==> config.mk <==
export PLATFORM = sky130hd
export DESIGN_NAME = path_metric_argmin
export DESIGN_NICKNAME = d
export VERILOG_FILES = /design/src/rtl/viterbi_pkg.sv /design/src/rtl/argmin_level.sv /design/src/rtl/path_metric_argmin.sv
export SDC_FILE = /design/constraint.sdc
export NUM_CORES = 1
export LEC_CHECK = 0
export CAP_MARGIN = 20
export CELL_PAD_IN_SITES_DETAIL_PLACEMENT = 1
export CELL_PAD_IN_SITES_GLOBAL_PLACEMENT = 2
export CORE_MARGIN = 8
export CORE_UTILIZATION = 28
export CTS_BUF_LIST = sky130_fd_sc_hd__clkbuf_16
export DETAILED_ROUTE_END_ITERATION = 10
export GPL_ROUTABILITY_DRIVEN = 1
export GPL_TIMING_DRIVEN = 0
export PLACE_DENSITY_LB_ADDON = 0.3
export SLEW_MARGIN = 15
export SYNTH_ARGS = -nofsm -noshare
export SYNTH_HDL_FRONTEND = slang
export SYNTH_HIERARCHICAL = 1
export SYNTH_SLANG_ARGS = --single-unit
==> constraint.sdc <==
create_clock -name clk -period 2.7 [get_ports clk]
set_clock_uncertainty 0.2 [all_clocks]
set_input_delay 0.54 -clock clk [delete_from_list [all_inputs] [get_ports clk]]
set_output_delay 0.54 -clock clk [all_outputs]
set_load 0.02 [all_outputs]
==> src/rtl/viterbi_pkg.sv <==
// -----------------------------------------------------------------------------
// viterbi_pkg
// Shared helpers for the Viterbi best-state selector.
//   clog2         : ceiling log2 for sizing index and counter fields
//   TIE_LOW_INDEX : equal metrics resolve to the left (lower-index) candidate
// The candidate tuple {metric, state index, path} depends on the widths chosen
// by the instantiating block, so each tree level declares it from its own
// parameters (cand_t in argmin_level).
// -----------------------------------------------------------------------------
package viterbi_pkg;

   localparam bit TIE_LOW_INDEX = 1'b1;

   function automatic int clog2(input int value);
      int result;
      int rem;
      result = 0;
      rem    = value - 1;
      while (rem > 0) begin
         result = result + 1;
         rem    = rem >> 1;
      end
      return result;
   endfunction

endpackage

==> src/rtl/argmin_level.sv <==
// -----------------------------------------------------------------------------
// argmin_level
// One level of the pipelined min tree. Candidates 2j and 2j+1 are compared
// and the smaller one is registered into output slot j.
// Ports:
//   clk, rst_n            clock, synchronous active-low reset
//   en                    pipeline advance (global stall when low)
//   valid_in / valid_out  level valid bit in / registered valid bit out
//   metric_in, idx_in, path_in     N_IN packed candidates
//   metric_out, idx_out, path_out  N_IN/2 registered winners
// -----------------------------------------------------------------------------
module argmin_level
   import viterbi_pkg::*;
#(
   parameter int N_IN     = 2,
   parameter int METRIC_W = 4,
   parameter int IDX_W    = 1,
   parameter int PATH_W   = 8
) (
   input  logic                           clk,
   input  logic                           rst_n,
   input  logic                           en,
   input  logic                           valid_in,
   input  logic [N_IN*METRIC_W-1:0]       metric_in,
   input  logic [N_IN*IDX_W-1:0]          idx_in,
   input  logic [N_IN*PATH_W-1:0]         path_in,
   output logic                           valid_out,
   output logic [(N_IN/2)*METRIC_W-1:0]   metric_out,
   output logic [(N_IN/2)*IDX_W-1:0]      idx_out,
   output logic [(N_IN/2)*PATH_W-1:0]     path_out
);

   localparam int N_OUT = N_IN / 2;

   typedef struct packed {
      logic [METRIC_W-1:0] metric;
      logic [IDX_W-1:0]    idx;
      logic [PATH_W-1:0]   path;
   } cand_t;

   cand_t win [N_OUT];

   // The left candidate of each pair always carries the lower state index,
   // so letting it win on equality yields the lowest-indexed minimum overall.
   always_comb begin
      cand_t a;
      cand_t b;
      a = '0;
      b = '0;
      for (int j = 0; j < N_OUT; j++) begin
         a.metric = metric_in[(2*j)*METRIC_W +: METRIC_W];
         a.idx    = idx_in[(2*j)*IDX_W +: IDX_W];
         a.path   = path_in[(2*j)*PATH_W +: PATH_W];
         b.metric = metric_in[(2*j+1)*METRIC_W +: METRIC_W];
         b.idx    = idx_in[(2*j+1)*IDX_W +: IDX_W];
         b.path   = path_in[(2*j+1)*PATH_W +: PATH_W];
         if ((a.metric < b.metric) || (TIE_LOW_INDEX && (a.metric == b.metric)))
            win[j] = a;
         else
            win[j] = b;
      end
   end

   // Data only loads behind a valid bit, so bubbles leave the last result
   // in place; the valid bit itself advances on every enabled cycle.
   always_ff @(posedge clk) begin
      if (!rst_n) begin
         valid_out  <= 1'b0;
         metric_out <= '0;
         idx_out    <= '0;
         path_out   <= '0;
      end else if (en) begin
         valid_out <= valid_in;
         if (valid_in) begin
            for (int j = 0; j < N_OUT; j++) begin
               metric_out[j*METRIC_W +: METRIC_W] <= win[j].metric;
               idx_out[j*IDX_W +: IDX_W]          <= win[j].idx;
               path_out[j*PATH_W +: PATH_W]       <= win[j].path;
            end
         end
      end
   end

endmodule

==> src/rtl/path_metric_argmin.sv <==
// -----------------------------------------------------------------------------
// path_metric_argmin
// Best-state selector: picks the lowest-metric state (lowest index on ties)
// from one vector of path metrics per cycle and emits its survivor path.
// Ports:
//   clk, rst_n              clock, synchronous active-low reset
//   in_valid / in_ready     input handshake for metric_in/path_in
//   metric_in               state s at [s*METRIC_W +: METRIC_W]
//   path_in                 state s at [s*PATH_W +: PATH_W]
//   out_valid / out_ready   output handshake
//   out_path, out_state, out_metric  winning path, index and metric
//   norm_req                out_metric >= NORM_THRESH (qualified by out_valid)
//   frame_end               last beat of a FRAME_LEN-beat frame
//   renew                   toggles on every output transfer
// Handshake: a transfer happens on a rising edge where valid and ready are
// both high; valid is never withdrawn by this block until it is accepted,
// and in_ready depends only on the output side (never on in_valid).
// -----------------------------------------------------------------------------
module path_metric_argmin
   import viterbi_pkg::*;
#(
   parameter int NUM_STATES  = 4,
   parameter int METRIC_W    = 4,
   parameter int PATH_W      = 8,
   parameter int NORM_THRESH = 2**(METRIC_W-1),
   parameter int FRAME_LEN   = 8
) (
   input  logic                           clk,
   input  logic                           rst_n,
   input  logic                           in_valid,
   output logic                           in_ready,
   input  logic [NUM_STATES*METRIC_W-1:0] metric_in,
   input  logic [NUM_STATES*PATH_W-1:0]   path_in,
   output logic                           out_valid,
   input  logic                           out_ready,
   output logic [PATH_W-1:0]              out_path,
   output logic [clog2(NUM_STATES)-1:0]   out_state,
   output logic [METRIC_W-1:0]            out_metric,
   output logic                           norm_req,
   output logic                           frame_end,
   output logic                           renew
);

   localparam int L     = clog2(NUM_STATES);
   localparam int CNT_W = (clog2(FRAME_LEN) < 1) ? 1 : clog2(FRAME_LEN);
   localparam logic [CNT_W-1:0] LAST_BEAT = CNT_W'(FRAME_LEN - 1);
   // Threshold clamped to one bit above the metric range so it never wraps.
   localparam int THRESH_C = (NORM_THRESH > 2**METRIC_W) ? 2**METRIC_W : NORM_THRESH;
   localparam logic [METRIC_W:0] THRESH_X = (METRIC_W+1)'(THRESH_C);

   logic [L:0]                   vld;
   logic [NUM_STATES*L-1:0]      idx0;
   logic                         xfer;
   logic [CNT_W-1:0]             beat_cnt;
   logic [CNT_W-1:0]             beat_next;

   // Global stall; held high during reset so upstream never blocks on us.
   assign in_ready = !rst_n || !out_valid || out_ready;
   assign xfer     = out_valid && out_ready;
   assign vld[0]   = in_valid;

   always_comb begin
      idx0 = '0;
      for (int s = 0; s < NUM_STATES; s++)
         idx0[s*L +: L] = L'(s);
   end

   // The last level's registers double as the output register, which gives
   // L cycles from input transfer to out_valid.
   for (genvar k = 0; k < L; k++) begin : g_lvl
      localparam int NI = NUM_STATES >> k;
      localparam int NO = NI / 2;
      logic [NI*METRIC_W-1:0] m_d;
      logic [NI*L-1:0]        i_d;
      logic [NI*PATH_W-1:0]   p_d;
      logic [NO*METRIC_W-1:0] m_q;
      logic [NO*L-1:0]        i_q;
      logic [NO*PATH_W-1:0]   p_q;

      if (k == 0) begin : g_first
         assign m_d = metric_in;
         assign i_d = idx0;
         assign p_d = path_in;
      end else begin : g_next
         assign m_d = g_lvl[k-1].m_q;
         assign i_d = g_lvl[k-1].i_q;
         assign p_d = g_lvl[k-1].p_q;
      end

      argmin_level #(
         .N_IN     (NI),
         .METRIC_W (METRIC_W),
         .IDX_W    (L),
         .PATH_W   (PATH_W)
      ) u_level (
         .clk        (clk),
         .rst_n      (rst_n),
         .en         (in_ready),
         .valid_in   (vld[k]),
         .metric_in  (m_d),
         .idx_in     (i_d),
         .path_in    (p_d),
         .valid_out  (vld[k+1]),
         .metric_out (m_q),
         .idx_out    (i_q),
         .path_out   (p_q)
      );
   end

   assign out_valid  = vld[L];
   assign out_path   = g_lvl[L-1].p_q;
   assign out_state  = g_lvl[L-1].i_q;
   assign out_metric = g_lvl[L-1].m_q;
   // Pure function of the registered metric, so it is as stable as the data.
   assign norm_req   = out_valid && ({1'b0, out_metric} >= THRESH_X);

   // Beat index of whatever is loaded this cycle: if the current beat leaves
   // at the same edge, the newcomer is already the following beat.
   always_comb begin
      beat_next = beat_cnt;
      if (xfer)
         beat_next = (beat_cnt == LAST_BEAT) ? '0 : beat_cnt + 1'b1;
   end

   always_ff @(posedge clk) begin
      if (!rst_n) begin
         beat_cnt  <= '0;
         renew     <= 1'b0;
         frame_end <= 1'b0;
      end else begin
         beat_cnt <= beat_next;
         if (xfer)
            renew <= ~renew;
         if (in_ready && vld[L-1])
            frame_end <= (beat_next == LAST_BEAT);
      end
   end

endmodule

==> flow_summary.toml <==
[outcome]
status = "completed"

[power_and_ir_drop]
ir_worst_vdd_mv = 0.258
power.density_nw_per_um2 = 543
p_leak_nw = 1.40
totalPowerFinal_mw = 2.06

[clock_network]
clock_latency_ns = 0.29
htree_num_levels = 2
root_buffer = "clkbuf_16"
clockBufferDepth = 2
cts_buffers = 5
cts_tree = "yes"
clock_sinks = 49
clk_pin_slew_ns = 0.07

[min_path]
hold_path.class = "flop to flop"
min_from = "g_lvl[0].u_level/path_out[0]"

[route]
wirelength_um = 8890
vias = 2659
drt-pass1-iter-count = 4
ant_nets = 0
first_iter_violations = 142
wl_per_cell_um = 16.7
drc = 0
via_per_inst = 4.99

[cells_and_area]
syn_to_final_growth_pct = 39.6
nFillCells = 1154
stdcell_count = 533
layout.cells.most_common = "clkdlybuf4s50_1"
antennaDiodeCount = 0
final_cell_area_sq_um = 3780
multiInputGateArea_sq_um = 1580
most-common-layout-cells = "69 x clkdlybuf4s50_1, 49 x dfxtp_1, 46 x o21ai_0"
register_area_sq_um = 981
utilization = 0.394
finalNetCount = 465
drive_above_1_share = 0.0700

[critical_path]
slowest_delay_ns = 0.63
worstPathRequired_ns = 1.96
path_delay_family = "buffers and inverters"
cp.arrival_ns = 1.84
startpoint = "out_ready"
start_kind = "primary input"
worstSetupPathType = "primary input to output pin"
crit_buf_inv = 2
critPathMaxFanout = 5
cp_cell_sequence = "clkdlybuf4s50_1, nand3b_1, clkdlybuf4s50_1"
cpMostUsedCell = "clkdlybuf4s50_1"
cp-end-kind = "output pin"
critical_path.slowest_cell = "clkdlybuf4s50_1"
reg2reg_from = "g_lvl[1].u_level/valid_out"

[die]
core_area_sq_um = 9590
die-area_sq_um = 13100
row_count = 36
die_w_um = 114
start_util = 0.282
ios = 71
die_h_um = 114

[sta]
relSlewSlack = 0.611
worstMarginPinSlew_ns = 0.584
period_needed_ns = 2.58
hold_viol_final = 0
final-max-slew-violation-count = 0
period_share = 0.955
timing.fmax_ghz = 0.388
hold_slack_ns = 0.311
final-setup-viol-count = 0
rsz0062_at_grt = "false"

[logic_synthesis]
synth-seq-cells = 49
synth_cell_type_count = 43
synth_edf_count = 0
seq_area_frac_synth = 0.362
yosys_warnings = 6
async_flop_share = 0
synth_area_sq_um = 2710
synth_ff_type = "dfxtp_1"
synth_area_per_cell_sq_um = 8.60
syn_inst = 315

[placed_design]
dp.cells = 524
port_buffers = 70
place_area_sq_um = 3600
dpl.hpwl_um = 7080
globalplace.congestion = 0.808

[job]
cap_violations = 0

[grt]
antenna_found_initial = 0
grt_max_degree = 18
grt_usage = 0.140
grt_pass1_wl_um = 14600
first_global_vias = 2819
grt_overflow = 0
## worst paths after layout
kind	endpoint	slack, ns	depth (start not counted)
max	in_ready	0.12	3
min	g_lvl[1].u_level/path_out[0]	0.31	2
max reg2reg	g_lvl[0].u_level/path_out[2]	0.57	7
min reg2reg	g_lvl[1].u_level/path_out[0]	0.31	2
## synthesized netlist by cell type, types with 3 or more instances
master	number	area share
a211oi_1	6	0.017
nor4_1	8	0.018
nor2_1	29	0.040
nand4_1	3	0.0069
buf_6	4	0.017
and2_1	4	0.0092
nor2b_1	4	0.0092
a31oi_1	14	0.032
inv_1	12	0.017
ha_1	14	0.065
nand2_1	3	0.0042
o21a_1	24	0.067
clkbuf_1	17	0.024
o21ai_0	46	0.085
dfxtp_1	49	0.36
buf_2	4	0.0074
nand3_1	14	0.026
o311a_1	21	0.078
o21ai_1	10	0.018
## per-layer routing
metal | track usage | part of all wire | up-vias
met5 | 0 | 0 | -
met4 | 0.0399 | 0.0082 | 0
met3 | 0.0253 | 0.039 | 4
met2 | 0.238 | 0.49 | 55
met1 | 0.177 | 0.47 | 1263
li1 | - | - | 1337
## state kept, by name (all words and copies together), names as in the netlist
name / cells
g_lvl.u_level/metric_out: 12
g_lvl.u_level/path_out: 24
renew: 1
g_lvl.u_level/valid_out: 2
frame_end: 1
beat_cnt: 3
g_lvl.u_level/idx_out: 6
## power by group
group          leakage [nW]  switching [mW]  internal [mW]  total (mW)
clock                0.0704           0.292          0.349       0.640
sequential            0.405          0.0455          0.782       0.828
combinational         0.925           0.311          0.276       0.587
total                  1.40           0.648           1.41        2.06
## logic make-up after synthesis
family | count (synthesis) | synth area share
flops | 49 | 0.362
fa+ha+maj | 14 | 0.0647
compound gates | 132 | 0.343
mux | 1 | 0.00370
other cells | 2 | 0.00277
simple gates | 76 | 0.148
buf+inv | 40 | 0.0730
xor+xnor | 1 | 0.00323
## what timing repair did
action,CTS,global route
hold buffers,0,0
gates resized for setup,2,6
hold endpoints to repair,0,0
pin swaps,1,0
setup buffers,1,0
setup endpoints to repair,39,18
## worst min-delay path, delay by kind of cell (launching register included)
family | cells | cell delay [ns]
flip-flops | 1 | 0.31
AO/OA/AOI/OAI | 2 | 0.16
## final cells by class
class	count	share of cell area
flip-flops and latches	49	0.259
multi-input cells	232	0.417
clock buffers	5	0.0331
clock inverters	3	0.00662
plain buffers	28	0.0410
inverters	12	0.0119
repair buffers	71	0.187
well taps	133	0.0440
## through the flow
stage	setup slack, ns	setup TNS, ns
global route	0.00469	0
floorplan	0.552	0
finish	0.122	0
CTS	0.0746	0
detailed placement	-0.540	-18.29
global placement	-0.547	-17.88
(Power assumes the default switching activity.)
